$ cat src/rtl/sensor_reader_pkg.sv
// Shared types and constants for the heart-rate sensor sampling sequencer.
package sensor_reader_pkg;

  localparam logic [7:0]  REG_FIFO_DATA    = 8'h05;
  localparam int unsigned BYTES_PER_SAMPLE = 4;
  localparam int unsigned IDX_W            = $clog2(BYTES_PER_SAMPLE);

  typedef enum logic [2:0] {
    S_IDLE,
    S_WAIT_TICK,
    S_REQ,
    S_WAIT_HI,
    S_WAIT_LO,
    S_NEXT,
    S_DONE
  } state_e;

  function automatic logic is_last_byte(input logic [IDX_W-1:0] idx);
    return idx == IDX_W'(BYTES_PER_SAMPLE - 1);
  endfunction

endpackage

$ cat src/rtl/sensor_reader_if.sv
// Request/response bus between the sampling sequencer and the I2C master.
interface sensor_reader_if;

  logic [7:0] add;
  logic [7:0] regis;
  logic       send;
  logic       busy;
  logic [7:0] dout;

  modport master (output add, regis, send, input busy, dout);
  modport slave  (input add, regis, send, output busy, dout);

endinterface

$ cat src/rtl/sensor_reader_sample_tick_gen.sv
// Sample-period counter: one-cycle tick on the wrap cycle while enabled.
module sample_tick_gen #(
  parameter int unsigned PERIOD_CYCLES = 20000
) (
  input  logic clk,
  input  logic reset,
  input  logic en,
  output logic tick
);

  localparam int unsigned    CW   = $clog2(PERIOD_CYCLES);
  localparam logic [CW-1:0]  LAST = CW'(PERIOD_CYCLES - 1);

  logic [CW-1:0] cnt_q, cnt_d;

  // Clearing while disabled makes the first tick land a full period after enable.
  always_comb begin
    cnt_d = cnt_q;
    if (!en || cnt_q == LAST) begin
      cnt_d = '0;
    end else begin
      cnt_d = cnt_q + CW'(1);
    end
  end

  always_ff @(posedge clk or posedge reset) begin
    if (reset) begin
      cnt_q <= '0;
    end else begin
      cnt_q <= cnt_d;
    end
  end

  assign tick = en && (cnt_q == LAST);

endmodule

$ cat src/rtl/sensor_reader.sv
// Periodic four-byte FIFO reader feeding an IR/RED valid/ready sample stream.
// Optional handshake watchdog: define SENSOR_READER_TIMEOUT_EN.
module sensor_reader
  import sensor_reader_pkg::*;
#(
  parameter logic [7:0]  DEV_ADDR       = 8'hAE,
  parameter int unsigned PERIOD_CYCLES  = 20000,
  parameter int unsigned TIMEOUT_CYCLES = 4096
) (
  input  logic            clk,
  input  logic            reset,
  input  logic            start_en,
  sensor_reader_if.master bus,
  output logic [15:0]     ir_data,
  output logic [15:0]     red_data,
  output logic            sample_valid,
  input  logic            sample_ready,
  output logic            overrun,
  output logic            err
);

  state_e                                state_q, state_d;
  logic [IDX_W-1:0]                      idx_q, idx_d;
  logic [BYTES_PER_SAMPLE-1:0][7:0]      buf_q, buf_d;
  logic                                  send_q, send_d;
  logic [7:0]                            add_q, add_d;
  logic [7:0]                            regis_q, regis_d;
  logic [15:0]                           ir_q, ir_d;
  logic [15:0]                           red_q, red_d;
  logic                                  valid_q, valid_d;
  logic                                  overrun_q, overrun_d;
  logic                                  tick;

  sample_tick_gen #(
    .PERIOD_CYCLES (PERIOD_CYCLES)
  ) u_tick_gen (
    .clk   (clk),
    .reset (reset),
    .en    (start_en),
    .tick  (tick)
  );

`ifdef SENSOR_READER_TIMEOUT_EN
  localparam int unsigned     WD_W     = (TIMEOUT_CYCLES > 1) ? $clog2(TIMEOUT_CYCLES) : 1;
  localparam logic [WD_W-1:0] WD_LIMIT = WD_W'(TIMEOUT_CYCLES - 1);

  logic [WD_W-1:0] wd_q, wd_d;
  logic            err_q, err_d;
  logic            timeout;

  assign timeout = (state_q == S_WAIT_HI || state_q == S_WAIT_LO) && (wd_q == WD_LIMIT);

  always_comb begin
    wd_d  = wd_q;
    err_d = err_q | timeout;
    if (state_d != state_q) begin
      wd_d = '0;
    end else if (wd_q != WD_LIMIT) begin
      wd_d = wd_q + WD_W'(1);
    end
  end

  always_ff @(posedge clk or posedge reset) begin
    if (reset) begin
      wd_q  <= '0;
      err_q <= 1'b0;
    end else begin
      wd_q  <= wd_d;
      err_q <= err_d;
    end
  end

  assign err = err_q;
`else
  logic unused_timeout_cycles;
  assign unused_timeout_cycles = ^TIMEOUT_CYCLES;
  assign err = 1'b0;
`endif

  always_comb begin
    state_d   = state_q;
    idx_d     = idx_q;
    buf_d     = buf_q;
    send_d    = 1'b0;
    add_d     = DEV_ADDR;
    regis_d   = REG_FIFO_DATA;
    ir_d      = ir_q;
    red_d     = red_q;
    overrun_d = overrun_q;
    valid_d   = valid_q & ~sample_ready;

    unique case (state_q)
      S_IDLE: begin
        if (start_en) state_d = S_WAIT_TICK;
      end
      S_WAIT_TICK: begin
        if (!start_en)  state_d = S_IDLE;
        else if (tick)  state_d = S_REQ;
      end
      S_REQ: begin
        if (!bus.busy) begin
          send_d  = 1'b1;
          state_d = S_WAIT_HI;
        end
      end
      S_WAIT_HI: begin
        if (bus.busy) state_d = S_WAIT_LO;
      end
      S_WAIT_LO: begin
        if (!bus.busy) begin
          buf_d[idx_q] = bus.dout;
          state_d      = S_NEXT;
        end
      end
      // Output registers load on the edge into DONE so sample_valid rises one
      // cycle after the last byte capture; DONE itself only picks the exit.
      S_NEXT: begin
        if (is_last_byte(idx_q)) begin
          idx_d   = '0;
          state_d = S_DONE;
          if (valid_q && !sample_ready) begin
            overrun_d = 1'b1;
          end else begin
            ir_d    = {buf_q[0], buf_q[1]};
            red_d   = {buf_q[2], buf_q[3]};
            valid_d = 1'b1;
          end
        end else begin
          idx_d   = idx_q + IDX_W'(1);
          state_d = S_REQ;
        end
      end
      S_DONE: begin
        state_d = start_en ? S_WAIT_TICK : S_IDLE;
      end
      default: state_d = S_IDLE;
    endcase

`ifdef SENSOR_READER_TIMEOUT_EN
    if (timeout) begin
      idx_d   = '0;
      state_d = S_WAIT_TICK;
    end
`endif
  end

  always_ff @(posedge clk or posedge reset) begin
    if (reset) begin
      state_q   <= S_IDLE;
      idx_q     <= '0;
      buf_q     <= '0;
      send_q    <= 1'b0;
      add_q     <= '0;
      regis_q   <= '0;
      ir_q      <= '0;
      red_q     <= '0;
      valid_q   <= 1'b0;
      overrun_q <= 1'b0;
    end else begin
      state_q   <= state_d;
      idx_q     <= idx_d;
      buf_q     <= buf_d;
      send_q    <= send_d;
      add_q     <= add_d;
      regis_q   <= regis_d;
      ir_q      <= ir_d;
      red_q     <= red_d;
      valid_q   <= valid_d;
      overrun_q <= overrun_d;
    end
  end

  assign bus.add      = add_q;
  assign bus.regis    = regis_q;
  assign bus.send     = send_q;
  assign ir_data      = ir_q;
  assign red_data     = red_q;
  assign sample_valid = valid_q;
  assign overrun      = overrun_q;

endmodule

$ cat src/flat_wrapper.sv
// flat-port wrapper written by rule: the top's interface ports become plain ports
module sensor_reader_flat import sensor_reader_pkg::*;
#(
  parameter logic [7:0]  DEV_ADDR       = 8'hAE,
  parameter int unsigned PERIOD_CYCLES  = 20000,
  parameter int unsigned TIMEOUT_CYCLES = 4096
)
  (clk, reset, start_en, ir_data, red_data, sample_valid, sample_ready, overrun, err, bus_add, bus_regis, bus_send, bus_busy, bus_dout);
  sensor_reader_if bus_i ();
  input  logic clk;
  input  logic reset;
  input  logic start_en;
  output logic [15:0] ir_data;
  output logic [15:0] red_data;
  output logic sample_valid;
  input  logic sample_ready;
  output logic overrun;
  output logic err;
  output wire logic [$bits(bus_i.add)-1:0] bus_add;
  output wire logic [$bits(bus_i.regis)-1:0] bus_regis;
  output wire logic [$bits(bus_i.send)-1:0] bus_send;
  input wire logic [$bits(bus_i.busy)-1:0] bus_busy;
  input wire logic [$bits(bus_i.dout)-1:0] bus_dout;
  assign bus_add = bus_i.add;
  assign bus_regis = bus_i.regis;
  assign bus_send = bus_i.send;
  assign bus_i.busy = bus_busy;
  assign bus_i.dout = bus_dout;
  sensor_reader #(.DEV_ADDR(DEV_ADDR), .PERIOD_CYCLES(PERIOD_CYCLES), .TIMEOUT_CYCLES(TIMEOUT_CYCLES)) u_core (.clk(clk), .reset(reset), .start_en(start_en), .bus(bus_i), .ir_data(ir_data), .red_data(red_data), .sample_valid(sample_valid), .sample_ready(sample_ready), .overrun(overrun), .err(err));
endmodule
$ cat config.mk
export PLATFORM = sky130hd
export DESIGN_NAME = sensor_reader_flat
export DESIGN_NICKNAME = d
export VERILOG_FILES = /design/src/rtl/sensor_reader_pkg.sv /design/src/rtl/sensor_reader_if.sv /design/src/rtl/sensor_reader_sample_tick_gen.sv /design/src/rtl/sensor_reader.sv /design/src/flat_wrapper.sv
export SDC_FILE = /design/constraint.sdc
export NUM_CORES = 1
export LEC_CHECK = 0
export CAP_MARGIN = 20
export CORE_MARGIN = 2
export CORE_UTILIZATION = 40
export CTS_BUF_LIST = sky130_fd_sc_hd__clkbuf_16
export DETAILED_ROUTE_END_ITERATION = 8
export PLACE_DENSITY = 0.74
export SYNTH_ARGS = -nofsm -noshare
export SYNTH_HDL_FRONTEND = slang
export SYNTH_SLANG_ARGS = --single-unit
$ cat constraint.sdc
create_clock -name clk -period 7.1 [get_ports clk]
set_clock_uncertainty 0.05 [all_clocks]
set_input_delay 1.42 -clock clk [delete_from_list [all_inputs] [get_ports clk]]
set_output_delay 1.42 -clock clk [all_outputs]
set_load 0.01 [all_outputs]
==> results of run 1 <==
-- state kept, by name, indices dropped and copies added, names as in the netlist, 2 cells and up --
register                 flops
u_core.buf_q                32
u_core.ir_data              16
u_core.red_data             16
u_core.u_tick_gen.cnt_q     15
u_core.state_q               3
u_core.idx_q                 2
-- synthesized netlist by cell type, drive strengths merged (2+ instances only) --
library cell	n	share of area
a31o	2	0.0047
clkbuf	3	0.0034
o21bai	2	0.0041
nand2	8	0.011
ha	5	0.017
and3	5	0.0085
and4	3	0.0071
nor2b	2	0.0034
nand2b	5	0.0085
o22ai	2	0.0034
dfrtp	88	0.60
nand3	7	0.0095
nor2	15	0.015
nand4	7	0.012
buf	21	0.042
nor3	3	0.0071
mux2	65	0.20
inv	5	0.0051
conb	2	0.0020
xor2	12	0.028
-- metal layers --
metal	global-route usage	share of wire
met4	0.0601	0.017
met3	0.0292	0.030
met5	0	0
met1	0.184	0.44
met2	0.238	0.51
-- layout make-up --
cell class,count,area (µm²),area share
flip-flops and latches,88,2200,0.482
multi-input cells,161,1340,0.294
repair buffers,57,583,0.128
clock buffers,9,225,0.0493
well taps,111,139,0.0304
clock inverters,7,56.3,0.0123
inverters,5,20.0,0.00438
-- per-stage QoR --
stage / util / worst slack, ns / instance area [µm²]
3_3_place_gp: 0.468 / 4.00 / 4260
6_report: 0.502 / 4.29 / 4570
5_1_grt: 0.502 / 4.21 / 4570
4_1_cts: 0.499 / 4.26 / 4540
3_5_place_dp: 0.468 / 3.99 / 4260
2_1_floorplan: - / 3.35 / 3730
-- logic make-up (layout without fill, tap and decap cells) --
group	Yosys count	count (layout)	synth area share
adder cells (fa/ha/maj)	5	5	0.0169
other	2	11	0.00203
multiplexers	65	65	0.198
AO/OA/AOI/OAI	9	9	0.0179
XOR/XNOR	13	13	0.0308
buffers and inverters	29	78	0.0504
flip-flops	88	88	0.596
AND/OR/NAND/NOR	58	58	0.0880
-- power by group through the flow --
stage	Sequential [mW]	Clock (mW)	Combinational, mW
2_1_floorplan	0.515	0	0.0232
3_3_place_gp	0.516	0	0.0325
3_5_place_dp	0.516	0	0.0329
4_1_cts	0.506	0.447	0.0331
5_1_grt	0.506	0.476	0.0386
6_report	0.506	0.439	0.0341
-- final timing paths --
check | depth (start not counted) | slack (ns) | start | end
max in group asynchronous | 4 | 5.01 | reset | u_core.ir_data[7]
min in group asynchronous | 3 | 1.38 | reset | u_core.u_tick_gen.cnt_q[6]
worst min register to register | 1 | 0.43 | u_core.overrun | u_core.overrun
worst max register to register | 5 | 5.13 | u_core.idx_q[0] | u_core.ir_data[4]
worst min-delay path | 1 | 0.43 | u_core.overrun | u_core.overrun
worst max-delay path | 1 | 4.29 | u_core.bus.add[1] | bus_regis[2]
==> summary.txt, run 1 <==
status = finished clean
Primary FF master, synth = dfrtp_1
final hold violations = 0
CP max-delay cell = clkdlybuf4s50_1
clk_lat worst skew = 0.33 ns
Syn Area/Cell = 13.7 µm²
GPL Wtd Cong = 0.766
Antenna diodes = 0
Tot GR Track Use = 0.143
Internal Power = 758 µW
die width = 100 µm
# Post-CTS Setup Buffers = 0
critical path arrival = 1.34 ns
CP Data Required Time = 5.63 ns
vias in the first global route = 2273
Post-CTS Resized = 0
Yosys cell types = 32
Root Buffer = clkbuf_16
post-synthesis cell count = 269
DRT iter0 DRCs = 71
clk buf depth = 2
row cnt = 35
max-capacitance violation count = 0
total wire length = 6530 µm
RSZ-0062 raised after global routing = false
maximum clock frequency = 356 MHz
global-route wire length before repair = 11200 µm
share of layout cells above drive strength 1 = 0.272
Ys Warns = 0
IO Port Bufs = 54
crit-path cells = clkdlybuf4s50_1
EDFF count, synth = 0
effective utilization at floorplan = 0.406
CP Launch Type = flop
clock transition at the registers of the reported paths = 0.06 ns
commonest non-fill, non-tap cells in the layout = 88 x dfrtp_1, 62 x mux2_2, 54 x clkdlybuf4s50_1
buffers and inverters on the worst path = 1
CTS sink cnt = 88
drt first pass iters = 4
Sw Ratio = 0.226
Final setup viols = 0
Sequential Power Share = 0.517
Syn Std Cell Area = 3700 µm²
Die Ht = 100 µm
commonest non-fill, non-tap cell in the layout = dfrtp_1
P_sw = 222 µW
DRC violations left = 0
Final HPWL DP = 4310 µm
Total Power = 979 µW
DIE AREA = 10000 µm²
async set-reset flop share out of synthesis = 1.00
CP endpoint kind = output port
nets@finish = 340
WL/cell = 14.9 µm
Fillers = 777
total CTS buffers = 9
Boundary Pins = 65
dpl cells = 421
Hold Path Class = reg -> reg
period utilisation layout = 0.395
Logic pwr share = 0.035
Lkg Pwr = 2.22 nW
hold buffers post-CTS = 0
power density over the cells = 214 nW/µm²
TNS Setup = 0 ns
post-layout minimum cycle time = 2.81 ns
area grow syn2layout = 23.6%
Clock power frac = 0.448
Yosys reg bits = 88
delay-heaviest family, CP = buffers and inverters
Crit Path Class = reg -> out
VDD IR max = 0.0966 mV
hold_ws = 0.431 ns
post-route ant nets = 0
core area = 9110 µm²
CTS H-tree depth = 3
GR Overflow Total = 0
fin cells = 438
largest net degree at the start of global routing = 89
Via Count = 2191
initial antenna violation count = 0
Via density = 5.00
CTS tree = built
sequential area share after synthesis = 0.596
Crit Path Max Fanout = 7
Max Slew Vio Count = 0
Max stage delay on crit path = 0.58 ns
No activity file was read; power rests on OpenSTA's default activity.
==> run 2, diff against run 1 <==
- clock period: 7.1 -> 2.69 ns (I/O delays scaled with it)
==> run 2 against run 1 <==
  * Clock-buffer cell count stayed put
  * Total power grew to 2.8 times the previous value
  * Utilization is 0.41 points higher
  * Flip-flop and latch count stayed put
  * Critical path depth stayed put
  * Sequential power grew to 2.6 times the previous value
  * Register-to-register slack worse by 4.3 ns
  * Wire length is 0.14% higher
  * Clock power grew to 3.0 times the previous value
  * Global-route usage is 0.58 points lower
  * Worst hold slack better by 0.0040 ns
==> summary.txt, run 2 (synthesized netlist as in run 1, its figures left out) <==
status = finished clean
clk_lat worst skew = 0.33 ns
CP max-delay cell = clkdlybuf4s50_1
hold buffers post-CTS = 0
CTS H-tree depth = 3
post-route ant nets = 0
delay-heaviest family, CP = buffers and inverters
Via Count = 2173
WL/cell = 15.0 µm
effective utilization at floorplan = 0.406
clk buf depth = 2
flop2flop setup slack = 0.84 ns
Final setup viols = 0
commonest non-fill, non-tap cells in the layout = 88 x dfrtp_1, 62 x mux2_2, 54 x clkdlybuf4s50_1
multi-input combinational cell area = 1340 µm²
core area = 9110 µm²
Sequential Power Share = 0.486
dpl ws = 0.511 ns
Die Ht = 100 µm
CTS sink cnt = 88
vias in the first global route = 2175
Cell Area, Placed = 4290 µm²
DIE AREA = 10000 µm²
maximum clock frequency = 522 MHz
Lkg Pwr = 2.23 nW
Reg with most FFs = u_core.buf_q
hold_ws = 0.435 ns
Max stage delay on crit path = 0.57 ns
Clock power frac = 0.482
Hold Path Class = reg -> reg
Crit Path Max Fanout = 7
Max Slew Vio Count = 0
Util after Layout = 0.506
buffers and inverters on the worst path = 1
global-route wire length before repair = 10800 µm
nets@finish = 339
final hold violations = 0
DRT iter0 DRCs = 88
dpl cells = 421
GPL Wtd Cong = 0.771
max-capacitance violation count = 0
# Post-CTS Setup Buffers = 0
Sw Ratio = 0.208
hold_sp = u_core.overrun
WHS Endpoint = u_core.overrun
Worst Hold Depth = 1
initial antenna violation count = 0
sequential cell area = 2200 µm²
critical path arrival = 1.33 ns
area grow syn2layout = 24.6%
IO Port Bufs = 54
Via density = 4.97
die width = 100 µm
Tot GR Track Use = 0.138
CTS tree = built
Root Buffer = clkbuf_16
P_sw = 571 µW
Fillers = 783
Antenna diodes = 0
Logic pwr share = 0.032
period utilisation layout = 0.713
total CTS buffers = 9
post-layout minimum cycle time = 1.92 ns
VDD IR max = 0.396 mV
largest net degree at the start of global routing = 89
cell area after layout = 4610 µm²
CP Launch Type = flop
fin cells = 437
commonest non-fill, non-tap cell in the layout = dfrtp_1
crit-path cells = clkdlybuf4s50_1
R2R depth = 5
Post-CTS Resized = 0
share of layout cells above drive strength 1 = 0.270
RSZ-0062 raised after global routing = false
GR Overflow Total = 0
total wire length = 6540 µm
row cnt = 35
CP Data Required Time = 2.10 ns
TNS Setup = 0 ns
final worst slack = 0.773 ns
Internal Power = 2.18 mW
clock transition at the registers of the reported paths = 0.06 ns
Reg2Reg Launch Point = u_core.u_tick_gen.cnt_q[0]
Total Power = 2.75 mW
power density over the cells = 597 nW/µm²
CP endpoint kind = output port
Boundary Pins = 65
max reg flops = 32
DRC violations left = 0
drt first pass iters = 4
Final HPWL DP = 4300 µm
Worst R2R End = u_core.u_tick_gen.cnt_q[9]
Crit Path Class = reg -> out
-- run 2: changes by cell type in the layout (fill, tap and decap cells not counted) --
cell       previous run  this run
buf_16                1         0
clkinv_4              2         0
clkinv_1              0         1
inv_6                 1         2
bufinv_16             0         2
inv_8                 1         0
buf_4                 2         0
buf_12                0         2
inv_1                 5         4
-- run 2: worst register-to-register path, stage by stage, from the launching register on --
cell and delay (ns):
dfrtp_1 0.41, ha_1 0.22, and4_1 0.33, nand4_1 0.23, nand2_1 0.38, nor2_1 0.10
-- run 2: routing by layer --
| layer | wire (µm) | vias up | GRT usage | part of all wire |
|---|---|---|---|---|
| li1 | - | 1009 | - | - |
| met1 | 2990 | 1101 | 0.186 | 0.46 |
| met2 | 3210 | 55 | 0.220 | 0.49 |
| met3 | 249 | 8 | 0.0313 | 0.038 |
| met4 | 95 | 0 | 0.0474 | 0.015 |
| met5 | 0 | - | 0 | 0 |
-- run 2: worst max-delay path by stage --
stage | cells past startpoint | endpoint | startpoint | slack, ns
global route | 5 | u_core.u_tick_gen.cnt_q[9] | u_core.u_tick_gen.cnt_q[0] | 0.66
CTS | 1 | bus_add[7] | u_core.bus.add[1] | 0.74
finish | 1 | bus_regis[0] | u_core.bus.add[1] | 0.77
floorplan | 6 | u_core.red_data[10] | u_core.idx_q[0] | 1.01
detailed placement | 4 | u_core.buf_q[4] | bus_busy | 0.51
global placement | 4 | u_core.buf_q[4] | bus_busy | 0.54
-- run 2: power by group through the flow --
stage | Combinational (mW) | Sequential (mW) | Clock [mW]
5_1_grt | 0.0993 | 1.34 | 1.41
4_1_cts | 0.0906 | 1.34 | 1.35
3_5_place_dp | 0.0902 | 1.36 | 0
3_3_place_gp | 0.0892 | 1.36 | 0
2_1_floorplan | 0.0615 | 1.36 | 0
6_report | 0.0882 | 1.34 | 1.32
-- run 2: final cells by class --
class | instances | area share
clock inverter | 7 | 0.0204
multi-input combinational | 161 | 0.292
timing repair buffer | 56 | 0.126
clock buffer | 9 | 0.0489
sequential | 88 | 0.478
tap | 111 | 0.0301
inverter | 5 | 0.00489
==> run 3, diff against run 2 <==
- clock period: 2.69 -> 2 ns (I/O delays scaled with it)
==> run 3 against run 2 <==
  * Critical path depth increased by 4
  * Final cell count is 0.23% higher
  * Wire length grew 2.1%
  * Critical path type is now reg -> reg
  * Die area stayed put
  * Flip-flop and latch count unchanged
  * Sequential power grew 34%
  * First-iteration DRC count down 23%
  * Global-route usage grew 0.66 points
  * Critical endpoint is now u_core.ir_data[3]
  * Highest routed layer unchanged
  * Sequential share of layout area increased by 0.21 points
==> summary.txt, run 3 (synthesized netlist as in run 1, its figures left out) <==
# Post-CTS Setup Buffers = 0
commonest non-fill, non-tap cells in the layout = 88 x dfrtp_1, 62 x mux2_2, 54 x clkdlybuf4s50_1
Crit Path Class = reg -> reg
CP max-delay cell = dfrtp_1
Tot GR Track Use = 0.144
Boundary Pins = 65
Final HPWL DP = 4380 µm
VDD IR max = 0.498 mV
crit-path cells = ha_1 > nand4_1 > nor2b_2 > buf_12 > mux2_2
Post-CTS Resized = 0
largest net degree at the start of global routing = 84
share of layout cells above drive strength 1 = 0.272
CTS H-tree depth = 3
Final setup viols = 0
DRC violations left = 0
Via Count = 2170
clk_lat worst skew = 0.33 ns
core area = 9110 µm²
period utilisation layout = 0.909
maximum clock frequency = 550 MHz
power density over the cells = 770 nW/µm²
initial antenna violation count = 0
total wire length = 6680 µm
RSZ-0062 raised after global routing = false
drt first pass iters = 4
post-layout minimum cycle time = 1.82 ns
max reg flops = 32
Crit Path Max Fanout = 32
WL/cell = 15.2 µm
Reg with most FFs = u_core.buf_q
nets@finish = 340
DRT iter0 DRCs = 68
Via density = 4.95
Max stage delay on crit path = 0.41 ns
IO Port Bufs = 54
clock transition at the registers of the reported paths = 0.06 ns
CTS sink cnt = 88
clk buf depth = 2
CP Launch Type = flop
fin cells = 438
global-route wire length before repair = 11200 µm
Antenna diodes = 0
post-route ant nets = 0
total CTS buffers = 9
Lkg Pwr = 2.22 nW
hold buffers post-CTS = 0
Root Buffer = clkbuf_16
Max Slew Vio Count = 0
CTS tree = built
area grow syn2layout = 24.1%
final worst slack = 0.182 ns
critical path arrival = 1.98 ns
row cnt = 35
commonest non-fill, non-tap cell in the layout = dfrtp_1
cell area after layout = 4590 µm²
CP Data Required Time = 2.16 ns
Die Ht = 100 µm
delay-heaviest family, CP = flip-flops
die width = 100 µm
final hold violations = 0
status = finished clean
GPL Wtd Cong = 0.763
dpl cells = 422
Cell Area, Placed = 4300 µm²
CP endpoint kind = flop
dpl ws = 0.0231 ns
Fillers = 791
max-capacitance violation count = 0
vias in the first global route = 2165
DIE AREA = 10000 µm²
Total Power = 3.53 mW
GR Overflow Total = 0
TNS Setup = 0 ns
Hold Path Class = in -> async
effective utilization at floorplan = 0.406
buffers and inverters on the worst path = 1
==> run 3: cell types whose count changed in the layout (fill, tap and decap cells not counted), sizes merged <==
| cell | change |
|---|---|
| inv | -1 |
| bufinv | -1 |
| clkinv | +2 |
| buf | +1 |
==> run 3: path summary, 6_finish.rpt <==
kind / startpoint / to / slack [ns] / depth (start not counted)
setup / recovery: u_core.idx_q[0] / u_core.ir_data[3] / 0.18 / 5
hold / removal: reset / u_core.buf_q[22] / 0.28 / 2
setup reg to reg: u_core.idx_q[0] / u_core.ir_data[3] / 0.18 / 5
hold reg to reg: u_core.overrun / u_core.overrun / 0.43 / 1
max in group asynchronous: reset / u_core.sample_valid / 0.98 / 3
min in group clk: u_core.overrun / u_core.overrun / 0.43 / 1
==> run 3: report_power, final <==
part           internal (mW)  switching (mW)  total [mW]  leakage, nW
Clock                  0.956           0.654        1.61        0.144
Sequential              1.79          0.0114        1.80         1.22
Combinational         0.0477          0.0741       0.122        0.858
==> run 3: stage by stage <==
stage,hold WS [ns],util
2_1_floorplan,0.409,-
3_3_place_gp,0.417,0.472
3_5_place_dp,0.413,0.472
4_1_cts,0.279,0.503
5_1_grt,0.290,0.504
6_report,0.279,0.504
==> run 3: cell type report <==
cell class | count | area (µm²) | share of cell area
sequential | 88 | 2200 | 0.480
multi-input combinational | 161 | 1350 | 0.294
timing repair buffer | 57 | 588 | 0.128
clock buffer | 9 | 225 | 0.0491
tap | 111 | 139 | 0.0303
clock inverter | 7 | 63.8 | 0.0139
inverter | 5 | 22.5 | 0.00491
==> run 3: layer usage <==
layer,GRT usage,vias up,wire length (µm)
met3,0.0327,7,242
met4,0.0537,0,83
met5,0,-,0
met2,0.231,43,3360
met1,0.193,1110,2990
li1,-,1010,-
==> run 3: worst register-to-register path, cell delays in order, from the launching register on <==
cell and delay [ns]:
dfrtp_1 0.41, ha_1 0.25, nand4_1 0.19, nor2b_2 0.20
buf_12 0.23, mux2_2 0.38
